<file path="config.mk">
export PLATFORM = sky130hd
export DESIGN_NAME = bp_be_dcache_port_arbiter
export DESIGN_NICKNAME = d
export VERILOG_FILES = /design/src/rtl/bp_be_dcache_port_arbiter.sv
export SDC_FILE = /design/constraint.sdc
export NUM_CORES = 1
export LEC_CHECK = 0
export CORE_AREA = 5 5 205 207
export CTS_CLUSTER_DIAMETER = 100
export DETAILED_ROUTE_END_ITERATION = 8
export DIE_AREA = 0 0 210 212
export HOLD_SLACK_MARGIN = 0.1
export PLACE_DENSITY = 0.42
export SLEW_MARGIN = 15
export SYNTH_ARGS = -nofsm -noshare
export SYNTH_HDL_FRONTEND = slang
export SYNTH_SLANG_ARGS = --single-unit
</file>
<file path="constraint.sdc">
create_clock -name clk_i -period 3.7 [get_ports clk_i]
set_input_delay 0.74 -clock clk_i [delete_from_list [all_inputs] [get_ports clk_i]]
set_output_delay 0.74 -clock clk_i [all_outputs]
set_load 0.01 [all_outputs]
</file>
<file path="src/rtl/bp_be_dcache_port_arbiter.sv">
// Arbitrates the single D$ request port between the memory pipe (port 0)
// and the page-table walker (port 1). Each request is issued in EX1. Its ptag
// is muxed in EX2, and its EX3 response is routed back to the requester that
// issued it. Ownership changes only after the in-flight stages have drained.
//
// Handshake: a requester's packet is accepted in any cycle where its
// *_v_i and *_ready_o are both high. Ready does not depend on valid. An
// accepted packet appears on dcache_v_o/dcache_pkt_o in that same cycle.
module bp_be_dcache_port_arbiter #(
  parameter int dcache_pkt_width_p = 81,
  parameter int ptag_width_p       = 28,
  parameter int dword_width_p      = 64
) (
  input  logic                          clk_i,
  input  logic                          reset_n_i,
  input  logic                          flush_i,

  input  logic                          pipe_v_i,
  input  logic [dcache_pkt_width_p-1:0] pipe_pkt_i,
  input  logic [ptag_width_p-1:0]       pipe_ptag_i,
  input  logic                          pipe_ptag_v_i,
  output logic                          pipe_ready_o,
  output logic                          pipe_data_v_o,
  output logic [dword_width_p-1:0]      pipe_data_o,

  input  logic                          ptw_busy_i,
  input  logic                          ptw_v_i,
  input  logic [dcache_pkt_width_p-1:0] ptw_pkt_i,
  input  logic [ptag_width_p-1:0]       ptw_ptag_i,
  input  logic                          ptw_ptag_v_i,
  output logic                          ptw_ready_o,
  output logic                          ptw_data_v_o,
  output logic [dword_width_p-1:0]      ptw_data_o,

  output logic                          dcache_v_o,
  output logic [dcache_pkt_width_p-1:0] dcache_pkt_o,
  output logic [ptag_width_p-1:0]       dcache_ptag_o,
  output logic                          dcache_ptag_v_o,
  input  logic                          dcache_ready_i,
  input  logic                          dcache_v_i,
  input  logic [dword_width_p-1:0]      dcache_data_i,
  input  logic                          dcache_miss_i,

  output logic [1:0]                    owner_o
);

  typedef enum logic [1:0] {
    ST_PIPE  = 2'b00,
    ST_DRAIN = 2'b01,
    ST_PTW   = 2'b10
  } state_e;

  state_e state_q, state_d;

  // live_q is low during reset and for the cycle in which reset is released.
  // Every ready and data output is qualified by it, so all outputs read zero
  // while reset is held. The reset net is not used as a combinational signal.
  logic live_q;

  // Ownership pipe. s1 is the EX2 stage and s2 is the EX3 stage. own: 0 = pipe, 1 = ptw.
  logic s1_v_q, s1_own_q;
  logic s2_v_q, s2_own_q, s2_kill_q;

  logic pipe_ready, ptw_ready;
  logic pipe_fire, ptw_fire;
  logic s1_kill, s2_kill;
  logic in_flight;

  // Issue qualification. A flush blocks a new pipe issue in the same cycle.
  always_comb begin
    pipe_ready = live_q & (state_q == ST_PIPE) & dcache_ready_i & ~ptw_busy_i
               & ~dcache_miss_i & ~flush_i;
    ptw_ready  = live_q & (state_q == ST_PTW) & dcache_ready_i & ~dcache_miss_i;
    pipe_fire  = pipe_v_i & pipe_ready;
    ptw_fire   = ptw_v_i & ptw_ready;
    in_flight  = s1_v_q | s2_v_q;
    // A flush kills pipe-owned entries in the cycle it arrives.
    // PTW entries are never killed.
    s1_kill    = flush_i & s1_v_q & ~s1_own_q;
    s2_kill    = s2_kill_q | (flush_i & s2_v_q & ~s2_own_q);
  end

  // Ownership handover. DRAIN exits only once both tracked stages are empty.
  // The exit target follows ptw_busy_i as sampled on the exit cycle.
  always_comb begin
    state_d = state_q;
    case (state_q)
      ST_PIPE:  if (ptw_busy_i) state_d = ST_DRAIN;
      ST_DRAIN: if (!in_flight) state_d = ptw_busy_i ? ST_PTW : ST_PIPE;
      ST_PTW:   if (!ptw_busy_i) state_d = ST_DRAIN;
      default:  state_d = ST_PIPE;
    endcase
  end

  // State register and ownership pipe. An asynchronous reset discards all in-flight ownership.
  always_ff @(posedge clk_i or negedge reset_n_i) begin
    if (!reset_n_i) begin
      state_q   <= ST_PIPE;
      live_q    <= 1'b0;
      s1_v_q    <= 1'b0;
      s1_own_q  <= 1'b0;
      s2_v_q    <= 1'b0;
      s2_own_q  <= 1'b0;
      s2_kill_q <= 1'b0;
    end else begin
      state_q   <= state_d;
      live_q    <= 1'b1;
      s1_v_q    <= pipe_fire | ptw_fire;
      s1_own_q  <= ptw_fire;
      s2_v_q    <= s1_v_q;
      s2_own_q  <= s1_own_q;
      s2_kill_q <= s1_kill;
    end
  end

  // Output muxing. The ptag is selected by the owner of the request in EX2, not by the current state.
  always_comb begin
    pipe_ready_o    = pipe_ready;
    ptw_ready_o     = ptw_ready;
    dcache_v_o      = pipe_fire | ptw_fire;
    dcache_pkt_o    = '0;
    if (ptw_fire)       dcache_pkt_o = ptw_pkt_i;
    else if (pipe_fire) dcache_pkt_o = pipe_pkt_i;
    dcache_ptag_o   = live_q ? (s1_own_q ? ptw_ptag_i : pipe_ptag_i) : '0;
    dcache_ptag_v_o = s1_v_q & (s1_own_q ? ptw_ptag_v_i : pipe_ptag_v_i) & ~s1_kill;
    pipe_data_v_o   = s2_v_q & ~s2_own_q & ~s2_kill & dcache_v_i;
    ptw_data_v_o    = s2_v_q & s2_own_q & dcache_v_i;
    pipe_data_o     = live_q ? dcache_data_i : '0;
    ptw_data_o      = live_q ? dcache_data_i : '0;
    owner_o         = state_q;
  end

endmodule

</file>
# Word level (Yosys, flattened, before mapping)

Cells that the tools add are included.

Equal/unequal tests: 5
Mux-type cells: 11
Bitwise gates (word level): 31
Reduce and logical (&&, ||, !) cells: 2

Operator list:

| operator             | number |
|---|---|
| $mux W81             | 2 |
| $mux W64             | 1 |
| $mux W28             | 2 |
| $and A1 B1 Y1        | 21 |
| $mux W2              | 4 |
| $not A1 Y1           | 7 |
| $ne A2 B2 Y1 const B | 3 |
| $pmux W2 S3          | 1 |
| $or A1 B1 Y1         | 3 |
| $reduce_and A3 Y1    | 1 |
| $eq A2 B1 Y1 const B | 1 |
| $eq A2 B2 Y1 const B | 1 |
| $logic_not A2 Y1     | 1 |
| $mux W1              | 1 |

Flip-flop bits (word level): 8
Input bits: 293
Logic and storage cells: 56

# Logic depth before layout (Yosys ltp)

Depth after elaboration: 9
Mapped depth: 5
Gate-level depth less buffers: 3

# Worst setup path after synthesis

No wires, ideal clock.

Path kind: input port to output port
Start: input ptw_busy_i
End: output dcache_pkt_o[71]
Data arrival time: 1,592 ps
Required time: 2,960 ps
Setup slack: 1,368 ps
Cell stages on the path: 5
Path buffers: 2
Path through: nor4_2 buf_4 buf_6 a32oi_1 nor2_1

Cells in the longest elaborated chain, start to end: 7

RTL lines:

| item                       | RTL line | RTL |
|---|---|---|
| from (decl)                | 26       | `input logic ptw_busy_i,` |
| $not A1 Y1                 | 71       | `pipe_ready = live_q & (state_q == ST_PIPE) & dcache_ready_i & ~ptw_busy_i` |
| $and A1 B1 Y1              | 71       |  |
| $and A1 B1 Y1 (2 in a row) | 72       | `& ~dcache_miss_i & ~flush_i;` |
| $and A1 B1 Y1              | 74       | `pipe_fire = pipe_v_i & pipe_ready;` |
| $mux W81                   | 123      | `else if (pipe_fire) dcache_pkt_o = pipe_pkt_i;` |
| $mux W81                   | 122      | `if (ptw_fire) dcache_pkt_o = ptw_pkt_i;` |
| to (decl)                  | 36       | `output logic [dcache_pkt_width_p-1:0] dcache_pkt_o,` |

Every way passes these cells.

# Worst setup path in the final report

Start: input flush_i
End: output dcache_pkt_o[49]

Cells in the longest elaborated chain, start to end: 5

RTL lines:

| item          | RTL line | RTL |
|---|---|---|
| from (decl)   | 16       | `input logic flush_i,` |
| $not A1 Y1    | 72       |  |
| $and A1 B1 Y1 | 72       |  |
| $and A1 B1 Y1 | 74       |  |
| $mux W81      | 123      |  |
| $mux W81      | 122      |  |

Every way passes these cells.

==> results.ini <==
[drt]
wl_per_cell_um = 20.53
ant_nets = 0
wl_um = 28860
avgViaCountPerCell = 3.570
dr.pass1.iters = 4
drt_iter0_markers = 167
vias = 5020
drc = 0

[timing]
worst_pin_slew_ns = 0.6451
max_slew_margin_pct = 56.99
clock_skew_ns = 0.01008
timing.hold.ws_ns = 0.5269
rsz0062_at_grt = false
finalCritPeriodShare_pct = 96.30
finalCriticalPeriod_ns = 3.563
hold_violations = 0
fmaxAchievable_mhz = 280.6
setup_violations = 0
timing.setup.tns_ns = 0
layout_setup_ws_ns = 0.1368
slew_violations = 0

[worst_setup_path]
crit_type = in2out
crit_chain = clkdlybuf4s50_1, nor4_4, buf_4, buf_12, buf_4, a32oi_1, nor2_1, clkdlybuf4s50_1
cp-start-kind = input pin
critPathMaxStageDelay_ns = 0.55
worstPathArrival_ns = 2.82
cp_data_required_time_ns = 2.96
path_delay_family = buffers and inverters
worstPathMaxFanout = 51
crit_path_end_kind = primary output
critPathSlowestCell = clkdlybuf4s50_1
worst-path-buf-inv = 5

[yosys]
synth_area_leader_cell = a32oi_1
synth_area_per_cell_um2 = 6.902
synthTopCellsByArea = a32oi_1, buf_4, and2_1, nor2_1, mux2i_1
yosys-mux-area-fraction_pct = 9.488
yosysSeqAreaShare_pct = 6.777
synth_top_area_share_pct = 24.02
synth_compound_area_share_pct = 24.90
ys_types = 24
synthAdderAreaFrac_pct = 0
synth_top_family_by_area = simple AND/OR/NAND/NOR gates
synth-seq-cells = 8
synth-simple-area-share_pct = 33.38
ys_warn_count = 0
synth_xor_area_share_pct = 0.2965
syn_nets = 721
synth_cells = 428
syn-cell-area_um2 = 2954

[cells_and_area]
final_util_pct = 21.26
final_area_um2 = 8544
fillCellCount = 4496
fin_nets = 1167
multiInputGateArea_um2 = 2027
regArea_um2 = 202.7
syn2layout_area_growth_pct = 189.2
drive_gt1_share_pct = 2.978

[placement]
place.gp.congestion = 0.9203
place_hpwl_um = 24990
dp_slack_ns = 0.01017
postPlaceCellArea_um2 = 8456
portBuffers = 537

[global_route]
antenna_found_initial = 2
grt_pass1_wl_um = 38410
grtUsageTotal_pct = 11.71
grt_overflow = 0
grt_max_degree = 83
first_global_vias = 5336

[floorplan]
ioPinCount = 538
die_area_um2 = 44520
core-area_um2 = 40180
rows = 74
die_w_um = 210
die_h_um = 212
start_util_pct = 7.351

[run]
maxCapViolCount = 0

[pwr]
irDropWorstVdd_mv = 0.1074
cellPowerDensity_nw_per_um2 = 160.0
leakagePower_nw = 2.713

[clock_network]
clk_path_buf_depth = 2
clkTransAtPathRegs_ns = 0.05
cts_root_buffer = clkbuf_16
cts_tree = done
clock-sinks = 8
clk_latency_ns = 0.24
cts_hold_buffers = 0
numCtsBuffers = 3
htree_levels = 1

[hold_path]
min_path_type = reg2reg

[run_status]
status = finished clean

-- layer usage --
metal  vias to the layer above  track usage (%)  wire length [um]
met4                         2            3.488               985
li1                       2360                -                 -
met3                        24            4.796              3174
met1                      2284            12.37             10340
met2                       350            21.40             14360
met5                         -                0                 7
-- path summary, 6_finish.rpt --
| check | slack (ns) | start | depth (start not counted) | end |
|---|---|---|---|---|
| worst max-delay path | 0.14 | flush_i | 8 | dcache_pkt_o[49] |
| worst min-delay path | 0.53 | s1_v_q$_DFF_PN0_ | 0 | s2_v_q$_DFF_PN0_ |
| worst max register to register | 2.17 | owner_o[0]$_DFFE_PN0P_ | 5 | s1_v_q$_DFF_PN0_ |
| worst min register to register | 0.53 | s1_v_q$_DFF_PN0_ | 0 | s2_v_q$_DFF_PN0_ |
| max in group asynchronous | 2.48 | reset_n_i | 1 | s1_own_q$_DFF_PN0_ |
| min in group asynchronous | 0.85 | reset_n_i | 1 | s2_own_q$_DFF_PN0_ |
-- cells in the mapped netlist --
| master | instances |
|---|---|
| nor2_1 | 85 |
| a32oi_1 | 81 |
| nand3b_1 | 1 |
| nor2b_1 | 33 |
| nor4_2 | 1 |
| mux2i_1 | 28 |
| a21oi_1 | 1 |
| nor4_1 | 1 |
| and3_1 | 1 |
| clkbuf_1 | 30 |
| nand2b_1 | 1 |
| o21a_1 | 1 |
| conb_1 | 1 |
| and3b_1 | 1 |
| o22ai_1 | 1 |
| xnor2_1 | 1 |
| buf_4 | 65 |
| buf_6 | 7 |
| nor3_1 | 1 |
| and2_1 | 64 |
| buf_2 | 12 |
| nand2_1 | 2 |
| a22oi_1 | 1 |
| dfrtp_1 | 8 |
-- sequential cells by signal (all words and copies together), names as in the netlist --
signal	flops
live_q	1
owner_o	2
s1_own_q	1
s1_v_q	1
s2_kill_q	1
s2_own_q	1
s2_v_q	1
-- cells in the final DEF (no fill, tap or decap), types with 2 or more instances in the layout --
| master | synthesis | layout |
|---|---|---|
| a32oi_1 | 81 | 81 |
| and2_1 | 64 | 64 |
| buf_12 | 0 | 5 |
| buf_4 | 65 | 13 |
| clkbuf_16 | 0 | 3 |
| clkdlybuf4s50_1 | 0 | 536 |
| dfrtp_1 | 8 | 6 |
| dfrtp_2 | 0 | 2 |
| mux2i_1 | 28 | 28 |
| nand2_1 | 2 | 2 |
| nor2_1 | 85 | 85 |
| nor2b_1 | 33 | 33 |
-- metrics by stage --
stage	power (W)	cells
floorplan	0.0005409	428
global placement	0.001190	1400
detailed placement	0.001185	1400
CTS	0.001398	1404
global route	0.001456	1406
finish	0.001367	1406
-- repair_timing --
item,in CTS,in global routing
pin swaps,0,1
resized for setup,0,0
setup endpoints to repair,1,15
setup buffers,0,1
-- power breakdown --
| group | leakage, nW | total (W) | internal [W] | switching, W |
|---|---|---|---|---|
| Combinational | 2.57 | 0.00105 | 0.000613 | 0.000434 |
| Sequential | 0.104 | 0.000124 | 0.0000989 | 0.0000251 |
| Clock | 0.0382 | 0.000196 | 0.000145 | 0.0000513 |
| Total | 2.71 | 0.00137 | 0.000856 | 0.000510 |
-- logic make-up after synthesis --
family          Yosys count
simple gates            191
buf+inv                 114
compound gates           85
mux                      28
flops                     8
xor+xnor                  1
other cells               1
-- layout make-up --
type | count | area share [%]
timing repair buffer | 555 | 65.16
multi-input combinational | 306 | 23.72
clock buffer | 4 | 0.9225
sequential | 8 | 2.372
antenna | 1 | 0.02929
tap | 532 | 7.790
No activity file was read; power rests on OpenSTA's default activity.
